$ cat src/rtl/decoder_rr_arbiter.sv
// Round-robin owner selection for a shared 2-to-4 decoded select resource.
// Grants one requester at a time with a bounded hold time and a preempt pulse on forced release.
module decoder_rr_arbiter #(
  parameter int unsigned MAX_HOLD = 8,
  parameter int unsigned CNT_W    = 4
) (
  input  logic       clk,
  input  logic       rst,
  input  logic [3:0] req,
  output logic [3:0] gnt,
  output logic [1:0] gnt_idx,
  output logic       gnt_valid,
  output logic       preempt
);

  typedef enum logic {IDLE, GRANT} state_t;

  localparam logic [CNT_W-1:0] HOLD_LAST = CNT_W'((MAX_HOLD == 0) ? 0 : MAX_HOLD - 1);
  localparam logic [CNT_W-1:0] HOLD_SAT  = {CNT_W{1'b1}};

  state_t           state;
  logic [1:0]       ptr;
  logic [CNT_W-1:0] hold_cnt;
  logic [1:0]       winner_c;
  logic             timeout_c;

  // 2-to-4 decode of an owner index into its one-hot select
  function automatic logic [3:0] decode(input logic [1:0] idx);
    return {idx[1] & idx[0], idx[1] & ~idx[0], ~idx[1] & idx[0], ~idx[1] & ~idx[0]};
  endfunction

  // Lowest offset from ptr wins; scanning downward lets offset 0 overwrite last
  always_comb begin
    winner_c = ptr;
    for (int k = 3; k >= 0; k--) begin
      if (req[ptr + 2'(k)]) winner_c = ptr + 2'(k);
    end
  end

  assign timeout_c = (MAX_HOLD != 0) && (hold_cnt == HOLD_LAST);

  always_ff @(posedge clk or posedge rst) begin
    if (rst) begin
      state     <= IDLE;
      gnt       <= 4'b0000;
      gnt_idx   <= 2'd0;
      gnt_valid <= 1'b0;
      preempt   <= 1'b0;
      ptr       <= 2'd0;
      hold_cnt  <= '0;
    end else begin
      preempt <= 1'b0;
      case (state)
        IDLE: begin
          if (req != 4'b0000) begin
            state     <= GRANT;
            gnt_idx   <= winner_c;
            gnt       <= decode(winner_c);
            gnt_valid <= 1'b1;
            hold_cnt  <= '0;
          end
        end
        GRANT: begin
          // Voluntary release outranks timeout so a coincident drop never preempts
          if (!req[gnt_idx]) begin
            state     <= IDLE;
            gnt       <= 4'b0000;
            gnt_valid <= 1'b0;
            ptr       <= gnt_idx + 2'd1;
          end else if (timeout_c) begin
            state     <= IDLE;
            gnt       <= 4'b0000;
            gnt_valid <= 1'b0;
            ptr       <= gnt_idx + 2'd1;
            preempt   <= 1'b1;
          end else if (hold_cnt != HOLD_SAT) begin
            hold_cnt <= hold_cnt + CNT_W'(1);
          end
        end
        default: begin
          state     <= IDLE;
          gnt       <= 4'b0000;
          gnt_valid <= 1'b0;
        end
      endcase
    end
  end

endmodule

$ cat config.mk
export PLATFORM = sky130hd
export DESIGN_NAME = decoder_rr_arbiter
export DESIGN_NICKNAME = d
export VERILOG_FILES = /design/src/rtl/decoder_rr_arbiter.sv
export SDC_FILE = /design/constraint.sdc
export NUM_CORES = 1
export LEC_CHECK = 0
export BUFFER_PORTS_ARGS = -buffer_cell sky130_fd_sc_hd__buf_2
export CAP_MARGIN = 5
export CORE_ASPECT_RATIO = 0.8
export CORE_MARGIN = 3
export CORE_UTILIZATION = 45
export DETAILED_ROUTE_END_ITERATION = 16
export MAX_ROUTING_LAYER = met4
export PLACE_DENSITY = 0.67
export SYNTH_ARGS = -nofsm -noshare
export SYNTH_HDL_FRONTEND = slang
export SYNTH_SLANG_ARGS = --single-unit
export TNS_END_PERCENT = 1
$ cat constraint.sdc
create_clock -name clk -period 2.45 [get_ports clk]
set_input_delay 0.245 -clock clk [delete_from_list [all_inputs] [get_ports clk]]
set_output_delay 0.245 -clock clk [all_outputs]
set_load 0.05 [all_outputs]
Yosys cells after proc, flatten, opt, wreduce, memory -nomap -nowiden:

Cells that the tools add are included.

* bits in registers: 15
* bits in latches: 0
* RAM bits: 0
* bits in read-only memories: 0
* bits of input ports: 6
* output and inout bits: 8
* word-level logic and storage cells: 73
* memories: 0

* $add $sub $neg: 5
* multiply operators: 0
* div/mod/pow operators: 0
* $lt $le $gt $ge: 5
* equal/unequal tests: 8
* shifts and indexed selects: 0
* mux-type cells: 36
* bitwise gates (word level): 7
* reductions and logical operators: 5

Operators with widths (number)
* 4-bit 2-to-1 mux: 7
* 4-bit case mux with 2 select lines: 2
* 2-bit by 3-bit less-than comparator with 1-bit output (second input constant): 5
* 1-bit 2-to-1 mux: 14
* 2-bit 2-to-1 mux: 6
* 1-bit binary-select mux with 2-bit select: 5
* 2-bit inequality test (second input constant): 3
* 2-bit AND reduction: 3
* 2-bit by 1-bit adder with 2-bit output (second input constant): 2
* 2-bit adder (second input constant): 2
* 4-bit by 1-bit adder with 4-bit output (second input constant): 1
* 1-bit bitwise AND: 4
* 4-bit by 3-bit == test with 1-bit output (second input constant): 1
* 2-bit by 1-bit inequality test with 1-bit output (second input constant): 2
* 4-bit inequality test (second input constant): 1
* 1-bit case mux with 2 select lines: 2
* 4-bit AND reduction: 1
* 4-bit nonzero test: 1
* 3-bit inequality test (second input constant): 1
* 1-bit NOT: 3

Longest topological paths before layout:

Gate-level depths: netlist (run 1).

* depth after elaboration: 11
* mapped depth: 5
* depth with buffers taken out: 5

Worst setup path after synthesis (run 1):

Ideal clock, no wire load.

* kind: reg-to-reg
* start: register gnt_idx[1]
* end: register gnt[1]
* setup time: 0.121 ns
* arrival time: 1.839 ns
* required time: 2.329 ns
* setup slack: 0.490 ns
* stages on the path, launching flop included: 5
* buffers on the path: 0
* clock period less this slack: 1.960 ns
* cells stage by stage: dfrtp_1 -> mux4_2 -> a21boi_4 -> nor2_2 -> a22o_1

* longest elaborated chain between the ends: 4
* elaborated cells on any way between the ends: 6

Ends and longest elaborated chain
* start: declaration: line 11 `output logic [1:0] gnt_idx,`
* start signal: assignment: line 57 `gnt_idx <= winner_c;`
* 1-bit binary-select mux with 2-bit select *: line 65 `if (!req[gnt_idx]) begin`
* 1-bit 2-to-1 mux (implied by the code) *: line 65
* 4-bit 2-to-1 mux / 3-bit inequality test (equally long branches)
* 4-bit case mux with 2 select lines / 2-bit AND reduction (equally long branches)
* end signal: assignment: line 58 `gnt <= decode(winner_c);`
* end: declaration: line 10 `output logic [3:0] gnt,`

Mark *: on every way between the ends. The rest lies on a longest branch, timed or not. The select of a mux whose other input is x is not followed.
A chain may end at the register's enable or synchronous reset.

Worst setup path after layout (run 1):

Same ends and word-level chain as after synthesis.

==> results of run 1 <==
[worst max-delay path by stage]
stage / start / to / slack, ns / depth (start not counted)
floorplan: gnt_idx[1] / gnt[1] / 0.49 / 4
global placement: gnt_idx[1] / gnt[1] / 0.78 / 4
detailed placement: gnt_idx[1] / gnt[1] / 0.73 / 4
CTS: gnt_idx[1] / gnt[1] / 0.70 / 4
global route: gnt_idx[1] / gnt[1] / 0.64 / 4
finish: gnt_idx[1] / gnt[1] / 0.71 / 4
[per-stage QoR]
step | util [%] | instances | setup WS, ns | instance area (µm²)
finish | 60.10 | 112 | 0.7061 | 893.4
global route | 60.10 | 112 | 0.6379 | 893.4
CTS | 60.10 | 112 | 0.7028 | 893.4
detailed placement | 57.58 | 107 | 0.7303 | 855.8
global placement | 57.58 | 107 | 0.7820 | 855.8
floorplan | - | 73 | 0.4904 | 764.5
[registers in the layout, indices dropped and copies added (netlist names)]
name and flops:
gnt 4, gnt_valid 1, gnt_idx 2, ptr 2
hold_cnt 4, state 1, preempt 1
[logic make-up (layout without fill, tap and decap cells)]
logic type | count (synthesis) | after routing | synth area share, %
AO/OA/AOI/OAI | 27 | 27 | 26.52
adder cells (fa/ha/maj) | 1 | 1 | 1.636
XOR/XNOR | 1 | 1 | 1.146
multiplexers | 1 | 1 | 2.946
buffers and inverters | 4 | 22 | 1.963
AND/OR/NAND/NOR | 24 | 24 | 16.69
flip-flops | 15 | 15 | 49.10
[worst register-to-register path, cell delays in order (launching register included)]
cell,delay [ns]
dfrtp_1,0.44
mux4_2,0.60
a21boi_4,0.25
nor2_2,0.10
a22o_1,0.25
[layout make-up]
class	instances	area [µm²]
fillers	122	593.1
flip-flops and latches	15	375.4
multi-input cells	54	374.1
repair buffers	14	75.07
well taps	21	26.28
clock buffers	3	22.52
inverters	4	15.01
clock inverters	1	5.005
[where the power goes]
part	leakage [nW]	total, mW	internal [mW]	switching (mW)
clock network	0.0177	0.149	0.0609	0.0880
logic	0.223	0.644	0.222	0.422
registers	0.189	0.445	0.344	0.101
total	0.429	1.24	0.627	0.611
[repair_timing]
action                                 CTS  global route
hold buffers                             1             0
resized for setup                        0             0
endpoints found under the hold margin   10             0
[cell usage in the layout (no fill, tap or decap), drive strengths merged, types with 2 or more instances in the layout]
| cell | n |
|---|---|
| dfrtp | 15 |
| buf | 13 |
| a21oi | 7 |
| nor2 | 7 |
| inv | 4 |
| nand2 | 4 |
| nand3 | 4 |
| o21ai | 4 |
| clkbuf | 3 |
| or2b | 2 |
| nand2b | 2 |
| o31ai | 2 |
| o22a | 2 |
| a21o | 2 |
| a22o | 2 |
| a21boi | 2 |
[layer usage]
layer / vias up / GRT usage, % / wire length [µm]
li1: 306 / - / -
met1: 302 / 26.68 / 859
met2: 23 / 19.80 / 619
met3: 6 / 4.211 / 92
met4: 0 / 9.424 / 39
met5: - / - / 0
==> results.cfg, run 1 <==
[routing]
drt_iter0_drc = 12
dr.pass1.iters = 4
wl_um = 1611
vias = 637
viasPerCell = 5.688
ant_nets = 0
wl_per_cell_um = 14.38
drcViolationCount = 0

[clock_tree]
clock_latency_ns = 0.30
clk_pin_slew_worst_paths_ns = 0.09
cts_root_buf = clkbuf_4
postCtsSetupRepairBufs = 0
cts_buffer_depth = 2
cts_sinks = 15
cts_tree = built
cts-buffers-inserted = 3
h-tree-depth = 1

[logic_synthesis]
synth_area_um2 = 764.5
netlist-cell-type-count = 30
synthTopCellsByArea = dfrtp_1 49%, a21oi_1 4.6%, mux4_2 2.9%, nor2_1 2.9%, a2bb2o_4 2.6%
ys.flop_type = dfrtp_1
synth_edf_count = 0
synth.most_common_cell = dfrtp_1
synth_largest_area_cell = dfrtp_1
ys_top_cells_by_count = 15 x dfrtp_1, 7 x a21oi_1, 6 x nor2_1
synth_nets = 80
yosys_warnings = 0
syn_inst = 73
synth_top_area_share_pct = 49.10
ys_ff_latch = 15
ys_seq_area_share_pct = 49.10
async_flop_share_pct = 100.0
avgSynthCellArea_um2 = 10.47

[sta]
hold_ws_ns = 0.3936
tightest_slew_ns = 0.6724
rsz0062_at_grt = no
finalSetupViolations = 0
fin_crit_ns = 1.744
tns_ns = 0
hold_violations = 0
finalCritPeriodShare_pct = 71.18
fmax_mhz = 573.4
slew_violations = 0
fin_skew_ns = 0.003347
relSlewSlack_pct = 54.76

[critical_path]
crit_family = multiplexers
r2r-start = gnt_idx[1]
r2r-end = gnt[1]
worst-path-buf-inv = 0
worst-setup-path-type = register to register
cp_data_required_time_ns = 2.64
crit_fanout = 6
worstPathArrival_ns = 1.94
slowest_stage = mux4_2
r2r_slack_ns = 0.71
crit_chain = mux4_2 > a21boi_4 > nor2_2 > a22o_1
cpPeakStageDelay_ns = 0.60
cp-end-kind = register
reg2regPathDepth = 4
start_kind = register

[finish]
drive_gt1_share_pct = 24.18
synthToLayoutAreaGrowth_pct = 16.86
antenna_cells = 0
nNetsFinal = 99

[hold_path]
hp-class = primary input to register
hold_path_depth = 3
hold_end = gnt[0]
min_from = req[3]

[pwr]
p_leak_nw = 0.4293
peakVddDrop_uv = 950.3
powerDensity_nw_per_um2 = 1385
total_power_mw = 1.238

[run_status]
status = finished clean

[placed_design]
place.gp.congestion = 0.7533
dp_hpwl_um = 1159
numPortBuffers = 13

[floorplanning]
rows = 12
die-area_um2 = 2232
dieHeight_um = 42.87
core_area_um2 = 1486
start_util_pct = 51.43
io-pin-count = 14
die_x_um = 52.08

[grt]
grt_pass1_wl_um = 2677
grt_use_total_pct = 17.26
grt_pass1_vias = 570
grt_max_degree = 16
grt.overflow.total = 0
grt_antenna_before_repair = 0

[run]
cap_viol_max_count = 0
No activity file was read; power rests on OpenSTA's default activity.
==> run 2, diff against run 1 <==
--- a/config.mk
+++ b/config.mk
@@ -12,7 +12,7 @@
 export CORE_UTILIZATION = 45
 export DETAILED_ROUTE_END_ITERATION = 16
 export MAX_ROUTING_LAYER = met4
-export PLACE_DENSITY = 0.67
+export PLACE_DENSITY = 0.69
 export SYNTH_ARGS = -nofsm -noshare
 export SYNTH_HDL_FRONTEND = slang
 export SYNTH_SLANG_ARGS = --single-unit
==> constraint.sdc (replaced) <==
create_clock -name clk -period 1.4 [get_ports clk]
set_input_delay 0.14 -clock clk [delete_from_list [all_inputs] [get_ports clk]]
set_output_delay 0.14 -clock clk [all_outputs]
set_load 0.05 [all_outputs]
==> run 2 against run 1 <==
Net effect: the run now ends with negative setup slack left; die area unchanged; combinational power up 140%; count of clock-buffer cells in the layout up 1; register-to-register slack worse by 0.83 ns; sequential share of layout area down 5.8 points; design area up 17%; via count up 2.7%; highest routed layer unchanged.
==> results.cfg, run 2 (same netlist as run 1, synthesis figures left out) <==
[run_status]
status = finished, violations left
violations = negative setup slack

[pwr]
p_leak_nw = 0.5053
powerDensity_nw_per_um2 = 2412
peakVddDrop_uv = 1972
total_power_mw = 2.517

[routing]
drt_iter0_drc = 9
dr.pass1.iters = 4
ant_nets = 0
wl_per_cell_um = 13.92
drcViolationCount = 0
wl_um = 1768
vias = 654
viasPerCell = 5.150

[critical_path]
cp-end-kind = register
start_kind = register
crit_path_start = gnt_idx[1]
crit_fanout = 4
worstPathArrival_ns = 1.70
worst-setup-path-type = register to register
cpPeakStageDelay_ns = 0.54
slowest_stage = mux4_2
cp_data_required_time_ns = 1.57
crit_family = multiplexers
crit_chain = mux4_2 > a21boi_4 > nor2_4 > a22o_1
r2r-start = gnt_idx[1]
worst-path-buf-inv = 0

[floorplanning]
dieHeight_um = 42.87
rows = 12
die-area_um2 = 2232
io-pin-count = 14
start_util_pct = 51.43
core_area_um2 = 1486
die_x_um = 52.08

[sta]
tns_ns = -0.7398
rsz0062_at_grt = yes
finalCritPeriodShare_pct = 109.1
hold_violations = 0
relSlewSlack_pct = 63.73
finalSetupViolations = 11
slew_violations = 0
fin_skew_ns = 0.001075
fmax_mhz = 654.7
tightest_slew_ns = 0.5434
fin_crit_ns = 1.527
fin_ws_ns = -0.1274
hold_ws_ns = 0.3413

[grt]
grt_antenna_before_repair = 0
grt_pass1_wl_um = 2787
grt.overflow.total = 0
grt_use_total_pct = 17.60
grt_pass1_vias = 593
grt_max_degree = 16

[placed_design]
place.gp.congestion = 0.7923
dp_hpwl_um = 1293
pre_cts_ws_ns = -0.08035
numPortBuffers = 13

[clock_tree]
cts_root_buf = clkbuf_4
clk_pin_slew_worst_paths_ns = 0.08
clock_latency_ns = 0.28
cts_buffer_depth = 2
cts_tree = built
cts-buffers-inserted = 3
h-tree-depth = 1
cts_sinks = 15

[hold_path]
min_from = req[3]
hp-class = primary input to register

[finish]
reg.largest.list = gnt (4), hold_cnt (4)
synthToLayoutAreaGrowth_pct = 36.50
layout_common_cells = 14 x buf_4, 13 x dfrtp_1, 13 x buf_2
nNetsFinal = 114
antenna_cells = 0
drive_gt1_share_pct = 41.51
final_common_cell = buf_4

[run]
cap_viol_max_count = 0
run 2: worst paths after layout:
check	end	slack (ns)	cells past startpoint
setup / recovery	gnt[1]	-0.13	4
hold / removal	gnt[0]	0.34	3
setup reg to reg	gnt[1]	-0.13	4
hold reg to reg	hold_cnt[3]	0.49	1
max in group asynchronous	gnt_idx[1]	0.57	3
min in group asynchronous	hold_cnt[2]	0.44	3
run 2: repair_timing:
action / in CTS / in global routing
buffers inserted: 0 / 1
gates resized for setup: 1 / 8
setup endpoints to repair: 11 / 13
pin swaps: 0 / 1
cloned: 0 / 0
endpoints found under the hold margin: 15 / 0
hold buffers: 1 / 0
run 2: worst reg2reg max path, stage by stage, from the launching register on:
cell and delay, ns:
dfrtp_2 0.38, mux4_2 0.54, a21boi_4 0.22, nor2_4 0.07, a22o_1 0.21
run 2: per-layer routing:
layer  share of wire [%]  up-vias  GRT usage [%]
met3                 4.5        4          5.263
met5                   0        -              -
met2                  42       16          22.06
met1                  52      297          26.95
met4                 1.1        0          4.712
li1                    -      337              -
run 2: stage by stage:
step	util [%]	instances	instance area [µm²]
floorplan	-	73	770.7
global route	70.20	127	1044
finish	70.20	127	1044
CTS	67.85	126	1008
global placement	65.07	121	967.2
detailed placement	65.07	121	967.2
run 2: layout make-up:
type / count / area (µm²)
Tap cell: 21 / 26.28
Timing Repair Buffer: 29 / 191.4
Sequential cell: 15 / 377.9
Clock buffer: 4 / 26.28
Inverter: 4 / 15.01
Multi-Input combinational cell: 54 / 406.6
Fill cell: 116 / 442.9
run 2: power by group:
group          switching [mW]  total (mW)  internal, mW  leakage (nW)
Sequential              0.136       0.745         0.608         0.187
Clock                   0.129       0.240         0.111        0.0150
Combinational           0.895        1.53         0.638         0.303
Total                    1.16        2.52          1.36         0.505
==> run 3, diff against run 2 <==
--- a/config.mk
+++ b/config.mk
@@ -13,6 +13,7 @@
 export DETAILED_ROUTE_END_ITERATION = 16
 export MAX_ROUTING_LAYER = met4
 export PLACE_DENSITY = 0.69
+export SETUP_SLACK_MARGIN = 0.2
 export SYNTH_ARGS = -nofsm -noshare
 export SYNTH_HDL_FRONTEND = slang
 export SYNTH_SLANG_ARGS = --single-unit
==> run 3 against run 2 <==
Net effect: the flow still finishes with violations (negative setup slack); die area did not move; first-iteration DRC count rose by 33%; clock skew about the same; sequential share of layout area decreased by 0.34 points; largest power group unchanged.
==> results.cfg, run 3 (same netlist as run 1, synthesis figures left out) <==
[run_status]
status = finished, violations left
violations = negative setup slack

[routing]
wl_per_cell_um = 13.89
dr.pass1.iters = 4
viasPerCell = 5.206
drt_iter0_drc = 12
drcViolationCount = 0
wl_um = 1750
vias = 656
ant_nets = 0

[pwr]
powerDensity_nw_per_um2 = 2407
peakVddDrop_uv = 1968
p_leak_nw = 0.5065

[placed_design]
place.gp.congestion = 0.7923
post_dp_cell_area_um2 = 967.2
dp_hpwl_um = 1293
numPortBuffers = 13
dp.cells = 121
pre_cts_ws_ns = -0.08035

[critical_path]
reg2regPathDepth = 4
worstPathArrival_ns = 1.67
crit_fanout = 4
r2r-start = gnt_idx[1]
cp_data_required_time_ns = 1.57
start_kind = register
cp-end-kind = register
crit_path_start = gnt_idx[1]
worst-setup-path-type = register to register

[sta]
slew_violations = 0
fin_skew_ns = 0.001005
relSlewSlack_pct = 63.73
fin_ws_ns = -0.1009
finalSetupViolations = 11
hold_violations = 0
finalCritPeriodShare_pct = 107.2
fin_crit_ns = 1.501
tightest_slew_ns = 0.5434
fmax_mhz = 666.3
rsz0062_at_grt = yes

[run]
cap_viol_max_count = 0

[clock_tree]
postCtsSetupRepairBufs = 0
clk_pin_slew_worst_paths_ns = 0.08
cts_buffer_depth = 2
clock_latency_ns = 0.28
cts_root_buf = clkbuf_4
h-tree-depth = 1
cts_sinks = 15
cts_tree = built
cts-buffers-inserted = 3

[hold_path]
hp-class = primary input to register
min_from = req[3]
hold_path_depth = 3

[finish]
stdcell_count = 126
layout_common_cells = 13 x dfrtp_1, 13 x buf_4, 11 x buf_2
synthToLayoutAreaGrowth_pct = 37.81
drive_gt1_share_pct = 41.90
nNetsFinal = 113
reg.largest.list = gnt (4), hold_cnt (4)
antenna_cells = 0
fin_area_um2 = 1054

[floorplanning]
io-pin-count = 14
dieHeight_um = 42.87
core_area_um2 = 1486
die-area_um2 = 2232
die_x_um = 52.08
start_util_pct = 51.43
rows = 12

[grt]
grt_use_total_pct = 17.98
grt_max_degree = 16
grt.overflow.total = 0
grt_antenna_before_repair = 0
grt_pass1_wl_um = 2849
grt_pass1_vias = 614
==> run 3: where the power goes <==
part	switching, mW	internal (mW)	total [mW]	leakage [nW]
Sequential	0.134	0.608	0.743	0.187
Combinational	0.897	0.657	1.55	0.305
Clock	0.129	0.111	0.240	0.0150
Total	1.16	1.38	2.54	0.507
==> run 3: critical path, cell delays in order, from the launching register on <==
cell and delay (ns):
dfrtp_2 0.38, mux4_2 0.54, a21boi_4 0.20, nor2_4 0.07, a22o_1 0.21
==> run 3: layer usage <==
layer,vias up,global-route usage [%],share of wire [%]
met5,-,-,0
met4,0,4.712,1.1
met3,4,5.263,4.2
met2,16,23.31,42
met1,302,26.95,52
li1,334,-,-
==> run 3: final timing paths <==
path,endpoint,slack (ns)
max,gnt[1],-0.10
min,gnt[0],0.33
max reg2reg,gnt[1],-0.10
min reg2reg,hold_cnt[3],0.49
max in group asynchronous,gnt_idx[1],0.57
min in group asynchronous,hold_cnt[2],0.44
==> run 3: through the flow <==
step | setup TNS (ns) | total power [mW] | util, % | hold WS [ns]
6_report | -0.5300 | 2.536 | 70.88 | 0.3311
5_1_grt | -1.205 | 2.718 | 70.88 | 0.3427
4_1_cts | -0.6438 | 2.459 | 68.69 | 0.3277
3_5_place_dp | -0.5318 | 2.162 | 65.07 | 0.2094
3_3_place_gp | -0.2278 | 2.133 | 65.07 | 0.2126
2_1_floorplan | -2.443 | 1.662 | - | 0.04141
==> run 3: final cells by class <==
| type | instances | area [µm²] |
|---|---|---|
| Clock buffer | 4 | 26.28 |
| Fill cell | 117 | 432.9 |
| Inverter | 4 | 15.01 |
| Multi-Input combinational cell | 54 | 411.6 |
| Sequential cell | 15 | 377.9 |
| Tap cell | 21 | 26.28 |
| Timing Repair Buffer | 28 | 196.4 |
==> run 3: repair_timing <==
item                       in CTS  in global routing
setup endpoints to repair      17                 17
resized for setup               5                 10
hold buffers                    1                  0
pin swaps                       1                  1
hold endpoints to repair       15                  0
